### src/rtl/cordic_vec_arbiter.sv
// Round-robin sequencer sharing one pipelined CORDIC vectoring unit among requesters.
// Optional per-requester grant counters: define CORDIC_ARB_STATS_EN.
module cordic_vec_arbiter #(
    parameter int NUM_REQ    = 4,
    parameter int ID_W       = 2,
    parameter int LATENCY    = 34,
    parameter int FIFO_DEPTH = 64
) (
    input  logic                  clk,
    input  logic                  RST,
    input  logic                  flush,
    input  logic [NUM_REQ-1:0]    req_valid,
    output logic [NUM_REQ-1:0]    req_ready,
    input  logic [NUM_REQ*32-1:0] req_x,
    input  logic [NUM_REQ*32-1:0] req_y,
    output logic [31:0]           cord_x,
    output logic [31:0]           cord_y,
    output logic [31:0]           cord_z,
    input  logic [31:0]           cord_xn,
    output logic                  rsp_valid,
    input  logic                  rsp_ready,
    output logic [31:0]           rsp_data,
    output logic [ID_W-1:0]       rsp_id,
`ifdef CORDIC_ARB_STATS_EN
    input  logic                  stat_clr,
    output logic [NUM_REQ*16-1:0] stat_grants,
`endif
    output logic                  busy
);

    localparam int AW = $clog2(FIFO_DEPTH);
    localparam int CW = AW + 1;

    logic [ID_W-1:0]    ptr;
    logic [CW-1:0]      outstanding;
    logic [CW-1:0]      count;
    logic [AW-1:0]      wr_ptr;
    logic [AW-1:0]      rd_ptr;
    logic               pop;
    logic               can_issue;
    logic               found;
    logic               issue;
    logic               wr_en;
    logic [ID_W-1:0]    grant_id;
    logic [LATENCY-1:0] tag_v;
    logic [ID_W-1:0]    tag_id [LATENCY];
    logic [31:0]        fifo_data [FIFO_DEPTH];
    logic [ID_W-1:0]    fifo_id [FIFO_DEPTH];

    assign pop   = rsp_valid & rsp_ready & ~flush;
    assign wr_en = tag_v[LATENCY-1] & ~flush;

    // A pop this edge frees one credit, so a full count may still issue.
    assign can_issue = ~RST & ~flush
                     & ((outstanding < CW'(FIFO_DEPTH)) | pop);
    assign issue = found & can_issue;

    always_comb begin
        logic [ID_W:0] j;
        j        = '0;
        found    = 1'b0;
        grant_id = '0;
        for (int k = 1; k <= NUM_REQ; k++) begin
            j = {1'b0, ptr} + (ID_W+1)'(k);
            if (j >= (ID_W+1)'(NUM_REQ)) begin
                j = j - (ID_W+1)'(NUM_REQ);
            end
            if (!found && req_valid[j[ID_W-1:0]]) begin
                found    = 1'b1;
                grant_id = j[ID_W-1:0];
            end
        end
    end

    always_comb begin
        req_ready = '0;
        if (issue) begin
            req_ready[grant_id] = 1'b1;
        end
    end

    always_ff @(posedge clk or posedge RST) begin
        if (RST) begin
            ptr    <= ID_W'(NUM_REQ - 1);
            cord_x <= '0;
            cord_y <= '0;
        end else if (issue) begin
            ptr    <= grant_id;
            cord_x <= req_x[32*grant_id +: 32];
            cord_y <= req_y[32*grant_id +: 32];
        end
    end

    assign cord_z = '0;

    // Tag line tracks which requester owns each CORDIC pipeline slot.
    always_ff @(posedge clk or posedge RST) begin
        if (RST) begin
            tag_v <= '0;
            for (int i = 0; i < LATENCY; i++) begin
                tag_id[i] <= '0;
            end
        end else if (flush) begin
            tag_v <= '0;
            for (int i = 0; i < LATENCY; i++) begin
                tag_id[i] <= '0;
            end
        end else begin
            tag_v     <= {tag_v[LATENCY-2:0], issue};
            tag_id[0] <= issue ? grant_id : '0;
            for (int i = 1; i < LATENCY; i++) begin
                tag_id[i] <= tag_id[i-1];
            end
        end
    end

    always_ff @(posedge clk) begin
        if (wr_en) begin
            fifo_data[wr_ptr] <= cord_xn;
            fifo_id[wr_ptr]   <= tag_id[LATENCY-1];
        end
    end

    always_ff @(posedge clk or posedge RST) begin
        if (RST) begin
            wr_ptr <= '0;
            rd_ptr <= '0;
            count  <= '0;
        end else if (flush) begin
            wr_ptr <= '0;
            rd_ptr <= '0;
            count  <= '0;
        end else begin
            if (wr_en) begin
                wr_ptr <= wr_ptr + AW'(1);
            end
            if (pop) begin
                rd_ptr <= rd_ptr + AW'(1);
            end
            case ({wr_en, pop})
                2'b10:   count <= count + CW'(1);
                2'b01:   count <= count - CW'(1);
                default: count <= count;
            endcase
        end
    end

    assign rsp_valid = (count != '0);
    assign rsp_data  = rsp_valid ? fifo_data[rd_ptr] : '0;
    assign rsp_id    = rsp_valid ? fifo_id[rd_ptr] : '0;

    always_ff @(posedge clk or posedge RST) begin
        if (RST) begin
            outstanding <= '0;
        end else if (flush) begin
            outstanding <= '0;
        end else begin
            case ({issue, pop})
                2'b10:   outstanding <= outstanding + CW'(1);
                2'b01:   outstanding <= outstanding - CW'(1);
                default: outstanding <= outstanding;
            endcase
        end
    end

    assign busy = (outstanding != '0);

    // Credits make this unreachable; a hit means the accounting is broken.
    assert property (@(posedge clk) disable iff (RST)
        !(wr_en && (count == CW'(FIFO_DEPTH)) && !pop))
        else $error("response FIFO overflow");

`ifdef CORDIC_ARB_STATS_EN
    logic [15:0] grants [NUM_REQ];

    always_ff @(posedge clk or posedge RST) begin
        if (RST) begin
            for (int i = 0; i < NUM_REQ; i++) begin
                grants[i] <= '0;
            end
        end else if (stat_clr) begin
            for (int i = 0; i < NUM_REQ; i++) begin
                grants[i] <= '0;
            end
        end else if (issue && (grants[grant_id] != 16'hFFFF)) begin
            grants[grant_id] <= grants[grant_id] + 16'd1;
        end
    end

    always_comb begin
        stat_grants = '0;
        for (int i = 0; i < NUM_REQ; i++) begin
            stat_grants[16*i +: 16] = grants[i];
        end
    end
`endif

endmodule
### config.mk
export PLATFORM = sky130hd
export DESIGN_NAME = cordic_vec_arbiter
export DESIGN_NICKNAME = d
export VERILOG_FILES = /design/src/rtl/cordic_vec_arbiter.sv
export SDC_FILE = /design/constraint.sdc
export NUM_CORES = 2
export LEC_CHECK = 0
export BUFFER_PORTS_ARGS = -buffer_cell sky130_fd_sc_hd__buf_4
export CAP_MARGIN = 10
export CELL_PAD_IN_SITES_DETAIL_PLACEMENT = 0
export CELL_PAD_IN_SITES_GLOBAL_PLACEMENT = 2
export CORE_MARGIN = 2
export CORE_UTILIZATION = 25
export DETAILED_ROUTE_END_ITERATION = 10
export PLACE_DENSITY = 0.46
export SLEW_MARGIN = 10
export SYNTH_ARGS = -nofsm -noshare
export SYNTH_HDL_FRONTEND = slang
export SYNTH_SLANG_ARGS = --single-unit
### constraint.sdc
create_clock -name clk -period 8.2 [get_ports clk]
set_input_delay 1.64 -clock clk [delete_from_list [all_inputs] [get_ports clk]]
set_output_delay 1.64 -clock clk [all_outputs]
set_load 0.02 [all_outputs]
==> summary.md <==
| Metric | Value |
|---|---|
| Outcome | `finished, final reports clean` |
| Die X | `612 um` |
| Switching power | `0.00882 W` |
| Via density | `4.70` |
| Hold-fix buffers, CTS | `0` |
| Skew final | `32.7 ps` |
| Setup Fix Bufs, Post-CTS | `0` |
| Wire length per cell | `29.6 um` |
| Library cells used by synthesis | `53` |
| Avg Cell Area, Syn | `20.1 sq um` |
| Total die area | `374,000 sq um` |
| HP Start | `tag_id[3]$_DFF_PP0_` |
| Switch share | `0.281` |
| EDFF count, synth | `2,176` |
| Crit start category | `flop` |
| Critical Path Start | `rd_ptr[0]$_DFFE_PP0P_` |
| GR Util All Layers | `0.158` |
| CP max stage cell | `dfrtp_4` |
| Num Clock Sinks | `2,370` |
| TritonCTS clock tree | `yes` |
| Largest net degree at the start of global routing | `131` |
| CP endpoint kind | `output port` |
| TritonCTS Buffers | `274` |
| # fillers | `35,973` |
| Setup ws final | `1890 ps` |
| Layout Nets | `5,422` |
| Fmax | `158 MHz` |
| Clock latency on the worst-skew pair | `900 ps` |
| Worst-path clk slew | `60 ps` |
| YS warnings | `0` |
| Pwr Total | `0.0313 W` |
| Routed vias | `47,890` |
| Slew Viols, Final | `0` |
| Cells after DPL | `9,677` |
| Period Utilization, post-route | `0.770` |
| Leak pwr | `35.5 nW` |
| Max-cap viol count | `0` |
| Final Wtd Congestion | `0.760` |
| Hold WC Path Type | `reg -> reg` |
| DRC viols | `0` |
| Number of global-route vias before repair | `50,360` |
| Leading cell types in the layout, fill and taps excluded | `edfxtp_1 (2,176), mux4_2 (544), buf_4 (525)` |
| Setup tns final | `0 ps` |
| RSZ-0062 raised after global routing | `false` |
| Initial antenna violation count | `37` |
| Routed Antenna Nets | `0` |
| Post-CTS sizing | `0` |
| Clk pwr share | `0.375` |
| Final Cell Area | `110,000 sq um` |
| Synth area leader | `edfxtp_1` |
| Finished Layout Cells | `10,186` |
| Max_slew headroom | `0.141` |
| Internal power | `0.0225 W` |
| Worst Path Max Fanout | `30` |
| Largest stage delay, worst path | `1030 ps` |
| Leading post-synthesis cells by cell area | `edfxtp_1 (71%), mux4_2 (13%), dfrtp_1 (5.2%)` |
| Global route overflow | `0` |
| Drt first pass iters | `5` |
| Crit Reg-Reg Startpoint | `ptr[0]$_DFFE_PP1P_` |
| Worst IR drop on VDD | `0.000156 V` |
| Gate power share | `0.191` |
| Final setup fails | `0` |
| Setup Crit Path Kind | `reg -> out` |
| CORE AREA | `368,000 sq um` |
| Root buffer cell | `clkbuf_16` |
| Crit-path most repeated cell | `buf_4` |
| Final Hold Viols | `0` |
| Port-buffer cells | `399` |
| CTS Buffer Depth | `4` |
| Synthesized instance count | `4,603` |
| Netlist Area Pre-Place | `92,400 sq um` |
| PwrDens | `284 nW/um^2` |
| Die Span Y | `612 um` |
| Global-route wire length before repair | `418,000 um` |
| Post-DP HPWL | `173,000 um` |
| Placement Cell Area | `102,000 sq um` |
| Commonest non-fill, non-tap cell in the layout | `edfxtp_1` |
| Share of the synthesized area in the top cell type | `0.707` |
| Ys flop type | `edfxtp_1` |
| I/O pin cnt | `432` |
| Req. time, crit path | `6560 ps` |
| Crit path time final | `6310 ps` |
| Post-Place Setup Slack | `2560 ps` |
| Starting Density | `0.251` |
| Ys async rst share | `0.0819` |
| Final WL | `301,000 um` |
| Crit path arrival time | `4670 ps` |
| H-tree Lvls | `5` |
| Synthesized flop and latch total | `2,370` |
| Layout cell share with drive strength beyond 1 | `0.292` |
| Syn-to-layout area delta | `19.6%` |
| Num rows | `223` |
| Worst-path cell chain | `buf_4 -> mux4_2 -> o22ai_1 -> a211oi_1 -> a211o_1 -> buf_4` |
| DR iter-0 viols | `3,681` |
| Sequential share of power | `0.434` |
| Register area share after synthesis | `0.760` |
| Worst-Margin Slew | `1280 ps` |
[per-layer routing]
metal	track usage	part of all wire
met4	0.0402	0.022
met5	0	0.00024
met2	0.271	0.50
met1	0.210	0.43
met3	0.0247	0.044
[final cells by class]
type                            count  area (sq um)  share of cell area
Antenna cell                       24          60.1            0.000544
Clock buffer                      343          7250              0.0657
Clock inverter                    142          1200              0.0109
Inverter                          132           503             0.00455
Multi-Input combinational cell   1790         20800               0.188
Sequential cell                  2370         70200               0.636
Tap cell                         4837          6050              0.0548
Timing Repair Buffer              548          4400              0.0399
[flip-flops by register name, summed over array words and instances (netlist names)]
register	count
ptr	2
rd_ptr	6
wr_ptr	6
fifo_data	2048
cord_x	32
tag_id	68
cord_y	32
count	7
fifo_id	128
outstanding	7
tag_v	34
[cell usage after synthesis (3+ instances only)]
library cell and number:
nand3_1 44, nand2b_1 3, ha_1 9, mux2i_1 42
a221o_1 17, a22oi_1 187, inv_1 132, edfxtp_1 2176
nand4_1 4, xor2_1 6, a21o_1 6, nor3_1 13
a211o_1 18, a31oi_1 132, xnor2_1 9, nor2b_1 107
mux4_2 544, nor2_1 101, nand2_1 122, clkbuf_1 194
or3_1 6, nand3b_1 4, or3b_2 3, buf_2 61
buf_6 7, a211oi_1 164, buf_1 31, and3_1 4
and2_1 4, o21ai_0 7, o31ai_1 64, buf_4 49
o22ai_1 36, dfrtp_1 192, a21oi_1 81
[worst paths after layout]
path	end	slack [ps]	depth (start not counted)
max in group asynchronous	tag_id[23]$_DFF_PP0_	6140	3
setup / recovery	rsp_data[31]	1890	6
setup reg to reg	cord_x[29]$_DFFE_PP0P_	4310	8
hold reg to reg	tag_id[1]$_DFF_PP0_	440	1
min in group asynchronous	outstanding[4]$_DFFE_PP0P_	890	2
hold / removal	tag_id[1]$_DFF_PP0_	440	1
[cell families after synthesis]
logic type	share of synthesized area
xor gates and xnor gates	0.00142
DFF	0.760
muxes	0.137
and+or+nand+nor	0.0222
other	0.0000406
AOI/OAI and AO/OA	0.0548
adders and majority gates	0.00144
buffers and inverters	0.0227
[worst max-delay path, delay by kind of cell, from the launching register on]
kind,cells,cell delay [ps]
flops,1,1030
mux,1,310
compound gates,3,1640
buf+inv,2,770
[power by group through the flow]
stage	Clock, W	Sequential [W]	Combinational [W]
floorplan	0	0.0139	0.00349
global placement	0	0.0138	0.00621
detailed placement	0	0.0138	0.00619
CTS	0.0122	0.0136	0.00619
global route	0.0126	0.0136	0.00641
finish	0.0118	0.0136	0.00599
[stage by stage]
| stage | utilization | hold slack, ps |
|---|---|---|
| floorplan | - | 439 |
| global placement | 0.277 | 442 |
| detailed placement | 0.277 | 448 |
| CTS | 0.300 | 443 |
| global route | 0.300 | 480 |
| finish | 0.300 | 442 |
Power figures use the tool's default switching activity.
